**src/rtl/vic_pkg.sv**
```systemverilog
// Shared types and constants for the vector unit of the vectored interrupt controller.
package vic_pkg;

    localparam int NUM_SRC = 31;
    localparam int IDX_W   = 5;
    localparam int VEC_W   = 32;

    localparam logic [IDX_W-1:0] SPURIOUS_IDX = 5'd31;

    typedef enum logic [1:0] {
        ST_IDLE    = 2'd0,
        ST_REQ     = 2'd1,
        ST_SERVICE = 2'd2
    } vic_vu_state_t;

    // Reset contents of table entry n: a 4-byte stride from the base address.
    function automatic logic [VEC_W-1:0] default_vector(input logic [VEC_W-1:0] base,
                                                        input int unsigned n);
        return base + (VEC_W'(n) << 2);
    endfunction

endpackage

```
**src/rtl/vic_vector_unit_if.sv**
```systemverilog
// Bundle of controller-side, CPU-side and table-programming signals of the vector unit.
interface vic_vector_unit_if;
    import vic_pkg::*;

    logic             i_irq;
    logic [IDX_W-1:0] i_irq_addr;
    logic             i_wr_en;
    logic [IDX_W-1:0] i_wr_idx;
    logic [VEC_W-1:0] i_wr_data;
    logic             i_cpu_ack;
    logic             i_cpu_eoi;
    logic             i_clr_status;

    logic             o_busy;
    logic             o_cpu_irq;
    logic [VEC_W-1:0] o_vector;
    logic [IDX_W-1:0] o_cur_src;
    logic             o_overrun;
    logic             o_timeout;

    // Side that drives the requests, acks and table writes.
    modport master (
        output i_irq, i_irq_addr, i_wr_en, i_wr_idx, i_wr_data,
               i_cpu_ack, i_cpu_eoi, i_clr_status,
        input  o_busy, o_cpu_irq, o_vector, o_cur_src, o_overrun, o_timeout
    );

    // The vector unit itself.
    modport slave (
        input  i_irq, i_irq_addr, i_wr_en, i_wr_idx, i_wr_data,
               i_cpu_ack, i_cpu_eoi, i_clr_status,
        output o_busy, o_cpu_irq, o_vector, o_cur_src, o_overrun, o_timeout
    );

endinterface

```
**src/rtl/vic_vec_table.sv**
```systemverilog
// Programmable 31-entry handler-address table with a vector register loaded at capture time.
module vic_vec_table
    import vic_pkg::*;
#(
    parameter logic [VEC_W-1:0] VEC_BASE     = 32'h0000_0080,
    parameter logic [VEC_W-1:0] SPURIOUS_VEC = 32'h0000_007C
) (
    input  logic             clk_i,
    input  logic             rst_n_i,
    input  logic             wr_en_i,
    input  logic [IDX_W-1:0] wr_idx_i,
    input  logic [VEC_W-1:0] wr_data_i,
    input  logic             cap_en_i,
    input  logic [IDX_W-1:0] cap_idx_i,
    output logic [VEC_W-1:0] vec_o
);

    logic [VEC_W-1:0] table_q [0:NUM_SRC-1];
    logic [VEC_W-1:0] vec_q;

    // Table storage: one write per cycle, the spurious index has no entry and is dropped.
    always_ff @(posedge clk_i or negedge rst_n_i) begin
        if (!rst_n_i) begin
            for (int n = 0; n < NUM_SRC; n++) begin
                table_q[n] <= default_vector(VEC_BASE, n);
            end
        end else if (wr_en_i && (wr_idx_i != SPURIOUS_IDX)) begin
            table_q[wr_idx_i] <= wr_data_i;
        end
    end

    // Vector register: sampled only at capture, so it sees the pre-write entry and ignores later writes.
    always_ff @(posedge clk_i or negedge rst_n_i) begin
        if (!rst_n_i) begin
            vec_q <= '0;
        end else if (cap_en_i) begin
            vec_q <= (cap_idx_i == SPURIOUS_IDX) ? SPURIOUS_VEC : table_q[cap_idx_i];
        end
    end

    assign vec_o = vec_q;

endmodule

```
**src/rtl/vic_vector_unit.sv**
```systemverilog
// Vector unit: captures interrupts, presents the handler vector to the CPU and tracks ack/EOI.
module vic_vector_unit
    import vic_pkg::*;
#(
    parameter logic [VEC_W-1:0] VEC_BASE     = 32'h0000_0080,
    parameter logic [VEC_W-1:0] SPURIOUS_VEC = 32'h0000_007C,
    parameter int unsigned      ACK_TIMEOUT  = 64
) (
    input  logic               i_clk,
    input  logic               i_rst,
    vic_vector_unit_if.slave   bus
);

    localparam logic [15:0] TIMEOUT_CNT = 16'(ACK_TIMEOUT);

    vic_vu_state_t    state_q, state_d;
    logic             hold_vld_q, hold_vld_d;
    logic [IDX_W-1:0] hold_src_q, hold_src_d;
    logic [15:0]      cnt_q, cnt_d;
    logic [IDX_W-1:0] cur_src_q, cur_src_d;
    logic             overrun_q, overrun_d;
    logic             timeout_q, timeout_d;

    logic             cap_en;
    logic [IDX_W-1:0] cap_idx;
    logic             timeout_hit;
    logic             cpu_irq;
    logic             busy;

    // A new service starts from IDLE either from the hold register (older) or a fresh pulse.
    assign cap_en      = (state_q == ST_IDLE) && (hold_vld_q || bus.i_irq);
    assign cap_idx     = hold_vld_q ? hold_src_q : bus.i_irq_addr;
    assign timeout_hit = (state_q == ST_REQ) && !bus.i_cpu_ack
                         && ((cnt_q + 16'd1) == TIMEOUT_CNT);

    // State register.
    always_ff @(posedge i_clk or negedge i_rst) begin
        if (!i_rst) begin
            state_q <= ST_IDLE;
        end else begin
            state_q <= state_d;
        end
    end

    // Next-state logic; an ack arriving on the timeout edge still wins.
    always_comb begin
        state_d = state_q;
        unique case (state_q)
            ST_IDLE: begin
                if (cap_en) begin
                    state_d = ST_REQ;
                end
            end
            ST_REQ: begin
                if (bus.i_cpu_ack) begin
                    state_d = ST_SERVICE;
                end else if (timeout_hit) begin
                    state_d = ST_IDLE;
                end
            end
            ST_SERVICE: begin
                if (bus.i_cpu_eoi) begin
                    state_d = ST_IDLE;
                end
            end
            default: state_d = ST_IDLE;
        endcase
    end

    // Output decode from the state register only, so no input reaches an output combinationally.
    always_comb begin
        cpu_irq = 1'b0;
        busy    = 1'b0;
        unique case (state_q)
            ST_REQ: begin
                cpu_irq = 1'b1;
                busy    = 1'b1;
            end
            ST_SERVICE: begin
                busy    = 1'b1;
            end
            default: begin
                cpu_irq = 1'b0;
                busy    = 1'b0;
            end
        endcase
    end

    // Hold register, ack counter, current source and sticky flag next-state.
    always_comb begin
        hold_vld_d = hold_vld_q;
        hold_src_d = hold_src_q;
        cnt_d      = (state_q == ST_REQ) ? (cnt_q + 16'd1) : 16'd0;
        cur_src_d  = cap_en ? cap_idx : cur_src_q;
        overrun_d  = bus.i_clr_status ? 1'b0 : overrun_q;
        timeout_d  = bus.i_clr_status ? 1'b0 : timeout_q;

        if ((state_q == ST_IDLE) && hold_vld_q) begin
            hold_vld_d = 1'b0;
        end
        if (bus.i_irq && !((state_q == ST_IDLE) && !hold_vld_q)) begin
            hold_vld_d = 1'b1;
            hold_src_d = bus.i_irq_addr;
        end

        if (bus.i_irq && (state_q != ST_IDLE) && hold_vld_q) begin
            overrun_d = 1'b1;
        end
        if (timeout_hit) begin
            timeout_d = 1'b1;
        end
    end

    // Datapath registers.
    always_ff @(posedge i_clk or negedge i_rst) begin
        if (!i_rst) begin
            hold_vld_q <= 1'b0;
            hold_src_q <= '0;
            cnt_q      <= '0;
            cur_src_q  <= '0;
            overrun_q  <= 1'b0;
            timeout_q  <= 1'b0;
        end else begin
            hold_vld_q <= hold_vld_d;
            hold_src_q <= hold_src_d;
            cnt_q      <= cnt_d;
            cur_src_q  <= cur_src_d;
            overrun_q  <= overrun_d;
            timeout_q  <= timeout_d;
        end
    end

    vic_vec_table #(
        .VEC_BASE     (VEC_BASE),
        .SPURIOUS_VEC (SPURIOUS_VEC)
    ) u_table (
        .clk_i     (i_clk),
        .rst_n_i   (i_rst),
        .wr_en_i   (bus.i_wr_en),
        .wr_idx_i  (bus.i_wr_idx),
        .wr_data_i (bus.i_wr_data),
        .cap_en_i  (cap_en),
        .cap_idx_i (cap_idx),
        .vec_o     (bus.o_vector)
    );

    assign bus.o_busy    = busy;
    assign bus.o_cpu_irq = cpu_irq;
    assign bus.o_cur_src = cur_src_q;
    assign bus.o_overrun = overrun_q;
    assign bus.o_timeout = timeout_q;

endmodule
```
**src/flat_wrapper.sv**
```systemverilog
// flat-port wrapper written by rule: the top's interface ports become plain ports
module vic_vector_unit_flat import vic_pkg::*;
#(
    parameter logic [VEC_W-1:0] VEC_BASE     = 32'h0000_0080,
    parameter logic [VEC_W-1:0] SPURIOUS_VEC = 32'h0000_007C,
    parameter int unsigned      ACK_TIMEOUT  = 64
)
  (i_clk, i_rst, bus_i_irq, bus_i_irq_addr, bus_i_wr_en, bus_i_wr_idx, bus_i_wr_data, bus_i_cpu_ack, bus_i_cpu_eoi, bus_i_clr_status, bus_o_busy, bus_o_cpu_irq, bus_o_vector, bus_o_cur_src, bus_o_overrun, bus_o_timeout);
  vic_vector_unit_if bus_i ();
  input  logic i_clk;
  input  logic i_rst;
  input wire logic [$bits(bus_i.i_irq)-1:0] bus_i_irq;
  input wire logic [$bits(bus_i.i_irq_addr)-1:0] bus_i_irq_addr;
  input wire logic [$bits(bus_i.i_wr_en)-1:0] bus_i_wr_en;
  input wire logic [$bits(bus_i.i_wr_idx)-1:0] bus_i_wr_idx;
  input wire logic [$bits(bus_i.i_wr_data)-1:0] bus_i_wr_data;
  input wire logic [$bits(bus_i.i_cpu_ack)-1:0] bus_i_cpu_ack;
  input wire logic [$bits(bus_i.i_cpu_eoi)-1:0] bus_i_cpu_eoi;
  input wire logic [$bits(bus_i.i_clr_status)-1:0] bus_i_clr_status;
  output wire logic [$bits(bus_i.o_busy)-1:0] bus_o_busy;
  output wire logic [$bits(bus_i.o_cpu_irq)-1:0] bus_o_cpu_irq;
  output wire logic [$bits(bus_i.o_vector)-1:0] bus_o_vector;
  output wire logic [$bits(bus_i.o_cur_src)-1:0] bus_o_cur_src;
  output wire logic [$bits(bus_i.o_overrun)-1:0] bus_o_overrun;
  output wire logic [$bits(bus_i.o_timeout)-1:0] bus_o_timeout;
  assign bus_i.i_irq = bus_i_irq;
  assign bus_i.i_irq_addr = bus_i_irq_addr;
  assign bus_i.i_wr_en = bus_i_wr_en;
  assign bus_i.i_wr_idx = bus_i_wr_idx;
  assign bus_i.i_wr_data = bus_i_wr_data;
  assign bus_i.i_cpu_ack = bus_i_cpu_ack;
  assign bus_i.i_cpu_eoi = bus_i_cpu_eoi;
  assign bus_i.i_clr_status = bus_i_clr_status;
  assign bus_o_busy = bus_i.o_busy;
  assign bus_o_cpu_irq = bus_i.o_cpu_irq;
  assign bus_o_vector = bus_i.o_vector;
  assign bus_o_cur_src = bus_i.o_cur_src;
  assign bus_o_overrun = bus_i.o_overrun;
  assign bus_o_timeout = bus_i.o_timeout;
  vic_vector_unit #(.VEC_BASE(VEC_BASE), .SPURIOUS_VEC(SPURIOUS_VEC), .ACK_TIMEOUT(ACK_TIMEOUT)) u_core (.i_clk(i_clk), .i_rst(i_rst), .bus(bus_i));
endmodule
```
**config.mk**
```make
export PLATFORM = sky130hd
export DESIGN_NAME = vic_vector_unit_flat
export DESIGN_NICKNAME = d
export VERILOG_FILES = /design/src/rtl/vic_pkg.sv /design/src/rtl/vic_vector_unit_if.sv /design/src/rtl/vic_vec_table.sv /design/src/rtl/vic_vector_unit.sv /design/src/flat_wrapper.sv
export SDC_FILE = /design/constraint.sdc
export NUM_CORES = 2
export LEC_CHECK = 0
export CAP_MARGIN = 10
export CORE_ASPECT_RATIO = 0.5
export CORE_MARGIN = 2
export CORE_UTILIZATION = 30
export CTS_CLUSTER_DIAMETER = 50
export DETAILED_ROUTE_END_ITERATION = 10
export PLACE_DENSITY = 0.46
export SLEW_MARGIN = 10
export SYNTH_ARGS = -nofsm -noshare
export SYNTH_HDL_FRONTEND = slang
export SYNTH_SLANG_ARGS = --single-unit
```
**constraint.sdc**
```tcl
create_clock -name i_clk -period 6.7 [get_ports i_clk]
set_input_delay 0.67 -clock i_clk [delete_from_list [all_inputs] [get_ports i_clk]]
set_output_delay 0.67 -clock i_clk [all_outputs]
set_load 0.005 [all_outputs]
```
==> out/qor.yml <==
outcome:
  status: "finished clean"
clock_network:
  clk_pin_slew_ns: 0.07
  numCtsBuffers: 112
  cts_tree: "done"
  cts.sinks: 1055
  clk_root_buffer_cell: "clkbuf_16"
  htreeDepth: 3
  clk_latency_ns: 0.77
  cts_buffer_depth: 3
critical_path:
  crit_slowest_cell: "dfrtp_4"
  crit_chain: "buf_4 -> mux2i_4 -> buf_4 -> buf_4 -> a21oi_1 -> o21ai_0 -> nand3_1 -> o221ai_1"
  max_stage_delay_ns: 0.81
  timing.critical_path.buf_inv: 3
  path_class: "reg2reg"
  cpMostUsedCell: "buf_4"
  startpoint_type: "flop"
  worst-path-max-fanout: 43
  crit_family: "buffers and inverters"
  worst_setup_path_end_kind: "flop"
  required_ns: 7.38
  cp.arrival_ns: 4.71
finish:
  final_cell_mix: "947 x mux2_2, 946 x dfrtp_1, 548 x a21oi_1, 437 x o21ai_0, 168 x a211oi_1"
  syn_to_final_growth_pct: 13.2
  seqCellArea_sq_mm: 0.0265
  fin_nets: 4601
  drive_gt1_share_pct: 31.9
  final_cells: 6964
  finish.utilization_pct: 34.3
  multiInputGateArea_sq_mm: 0.0240
  n_fill_cell: 17200
  layout_commonest_cell: "mux2_2"
drt:
  post_drt_wl_per_cell_um: 28.0
  wl_um: 195000
  via_per_inst: 5.74
  antenna_left: 0
  drt-initial-drc-count: 3837
  firstDrtPassIters: 5
  drc: 0
  vias: 40000
synthesis:
  avgSynthCellArea_sq_um: 11.1
  synth_cell_types: 66
  ys_seq_elements: 1055
  synthCells: 4734
  synthTopCellsByArea: "dfrtp_1 45%, mux2_2 20%, dfstp_2 5.3%"
  synth_edf_count: 0
  netlist.top_cell.by_area: "dfrtp_1"
  synth_top_area_share_pct: 45.1
  syn_nets: 4788
  synth_async_sr_flop_share_pct: 100
  synth_area_sq_mm: 0.0526
  yosys_warnings: 0
  yosysSeqAreaShare_pct: 50.4
  synth_flop_cell: "dfrtp_1"
timing:
  relSlewSlack_pct: 19.4
  max_freq_mhz: 248
  slew_viol_final: 0
  setup_violations: 0
  final-hold-violation-count: 0
  worstMarginPinSlew_ns: 1.21
  fin_crit_ns: 4.03
  timing.final.crit_share_pct: 60.2
  skew_ns: 0.0792
  rsz0062_at_grt: "no"
  fin_tns_setup_ns: 0
  setup_slack_ns: 2.67
pwr:
  p_leak_nw: 24.6
  ir_worst_vdd_mv: 0.325
  p_per_area_mw_per_mm2: 410
hold_path:
  min_path_type: "in2reg"
place:
  dp_slack_ns: 2.60
  place_congestion: 0.797
  dp_hpwl_um: 108000
  portBuffers: 89
  dp_cells: 6742
global_routing:
  grt_pass1_wl_um: 285000
  grt_pass1_vias: 39500
  grt_max_degree: 173
  antenna_found_initial: 17
  grt_overflow_total: 0
  grt_usage_pct: 21.4
run:
  maxCapViolCount: 0
die:
  die_w_um: 596
  placeableCoreArea_sq_mm: 0.174
  initial_utilization_pct: 30.3
  dieArea_sq_mm: 0.179
  ios: 90
  die_h_um: 300
  core.rowCount: 108
## metrics by stage
stage | total power (W) | hold WS [ns] | cell area, sq um
global route | 0.0257 | 0.470 | 59600
finish | 0.0244 | 0.455 | 59600
CTS | 0.0245 | 0.497 | 59600
global placement | 0.0176 | 0.468 | 55600
detailed placement | 0.0178 | 0.483 | 55600
floorplan | 0.0142 | 0.374 | 52600
## cell usage after synthesis, drive strengths merged, types with 11 or more instances
library cell  count
dfrtp           949
mux2            949
a21oi           549
o21ai           442
clkbuf          309
buf             196
nand2           181
a211oi          168
nor2            139
o211ai          113
a31oi           109
dfstp           106
inv              88
nand3            76
o221ai           60
mux4             56
nor3             40
mux2i            34
a21o             26
nor2b            14
and2             12
nor4             11
## layer usage
layer  vias up  share of wire (%)  global-route usage (%)
met3       294                6.2                    3.12
met5         -              0.030                       0
met2      1508                 44                    32.7
met4        10                2.7                    6.38
met1     21100                 47                    31.3
li1      17000                  -                       -
## cell type report
class,instances,area share [%]
multi-input cells,3084,40.3
inverters,90,0.575
well taps,2310,4.85
diodes,9,0.0378
clock inverters,56,1.20
flip-flops and latches,1055,44.6
clock buffers,156,5.40
repair buffers,204,3.13
## repair_timing
| item | CTS | global route |
|---|---|---|
| buffers inserted | 0 | 0 |
| endpoints found under the hold margin | 77 | 0 |
| hold buffers | 1 | 0 |
| gates resized for setup | 0 | 0 |
## kinds of logic after synthesis
group	after synthesis	share of synthesized area (%)
AOI/OAI and AO/OA	1523	17.0
muxes	1039	23.4
buffers and inverters	595	4.63
xor gates and xnor gates	13	0.216
DFF	1055	50.4
adders and majority gates	5	0.119
and+or+nand+nor	504	4.26
## worst min-delay path: cells and delay by family
family,cells,cell delay (ns)
buffers and inverters,1,0.30
and+or+nand+nor,1,0.12
AOI/OAI and AO/OA,1,0.07
## state kept, by name, indices dropped and copies added (netlist names)
| name | cells |
|---|---|
| u_core.u_table.vec_o | 32 |
| u_core.hold_src_q | 5 |
| u_core.cnt_q | 16 |
| u_core.bus.o_overrun | 1 |
| u_core.hold_vld_q | 1 |
| u_core.bus.o_timeout | 1 |
| u_core.state_q | 2 |
| u_core.bus.o_cur_src | 5 |
| u_core.u_table.table_q | 992 |
## final timing paths
path	startpoint	to	slack [ns]	cells past startpoint
max	u_core.hold_vld_q$_DFFE_PN0P_	u_core.u_table.vec_o[11]$_DFFE_PN0P_	2.67	8
min	bus_i_wr_data[15]	u_core.u_table.table_q[527]$_DFFE_PN0P_	0.45	3
max reg2reg	u_core.hold_vld_q$_DFFE_PN0P_	u_core.u_table.vec_o[11]$_DFFE_PN0P_	2.67	8
min reg2reg	u_core.bus.o_cur_src[3]$_DFFE_PN0P_	u_core.bus.o_cur_src[3]$_DFFE_PN0P_	0.50	2
max in group asynchronous	i_rst	u_core.u_table.table_q[616]$_DFFE_PN0P_	4.38	4
min in group asynchronous	i_rst	u_core.u_table.table_q[685]$_DFFE_PN0P_	0.52	2
## report_power, final
group | total [W] | internal, W | switching, W | leakage, nW
Combinational | 0.00903 | 0.00320 | 0.00583 | 9.52
Clock | 0.00669 | 0.00380 | 0.00289 | 1.92
Sequential | 0.00872 | 0.00778 | 0.000934 | 13.2
Total | 0.0244 | 0.0148 | 0.00965 | 24.6
Note: power is estimated with default switching activity, not from simulation.
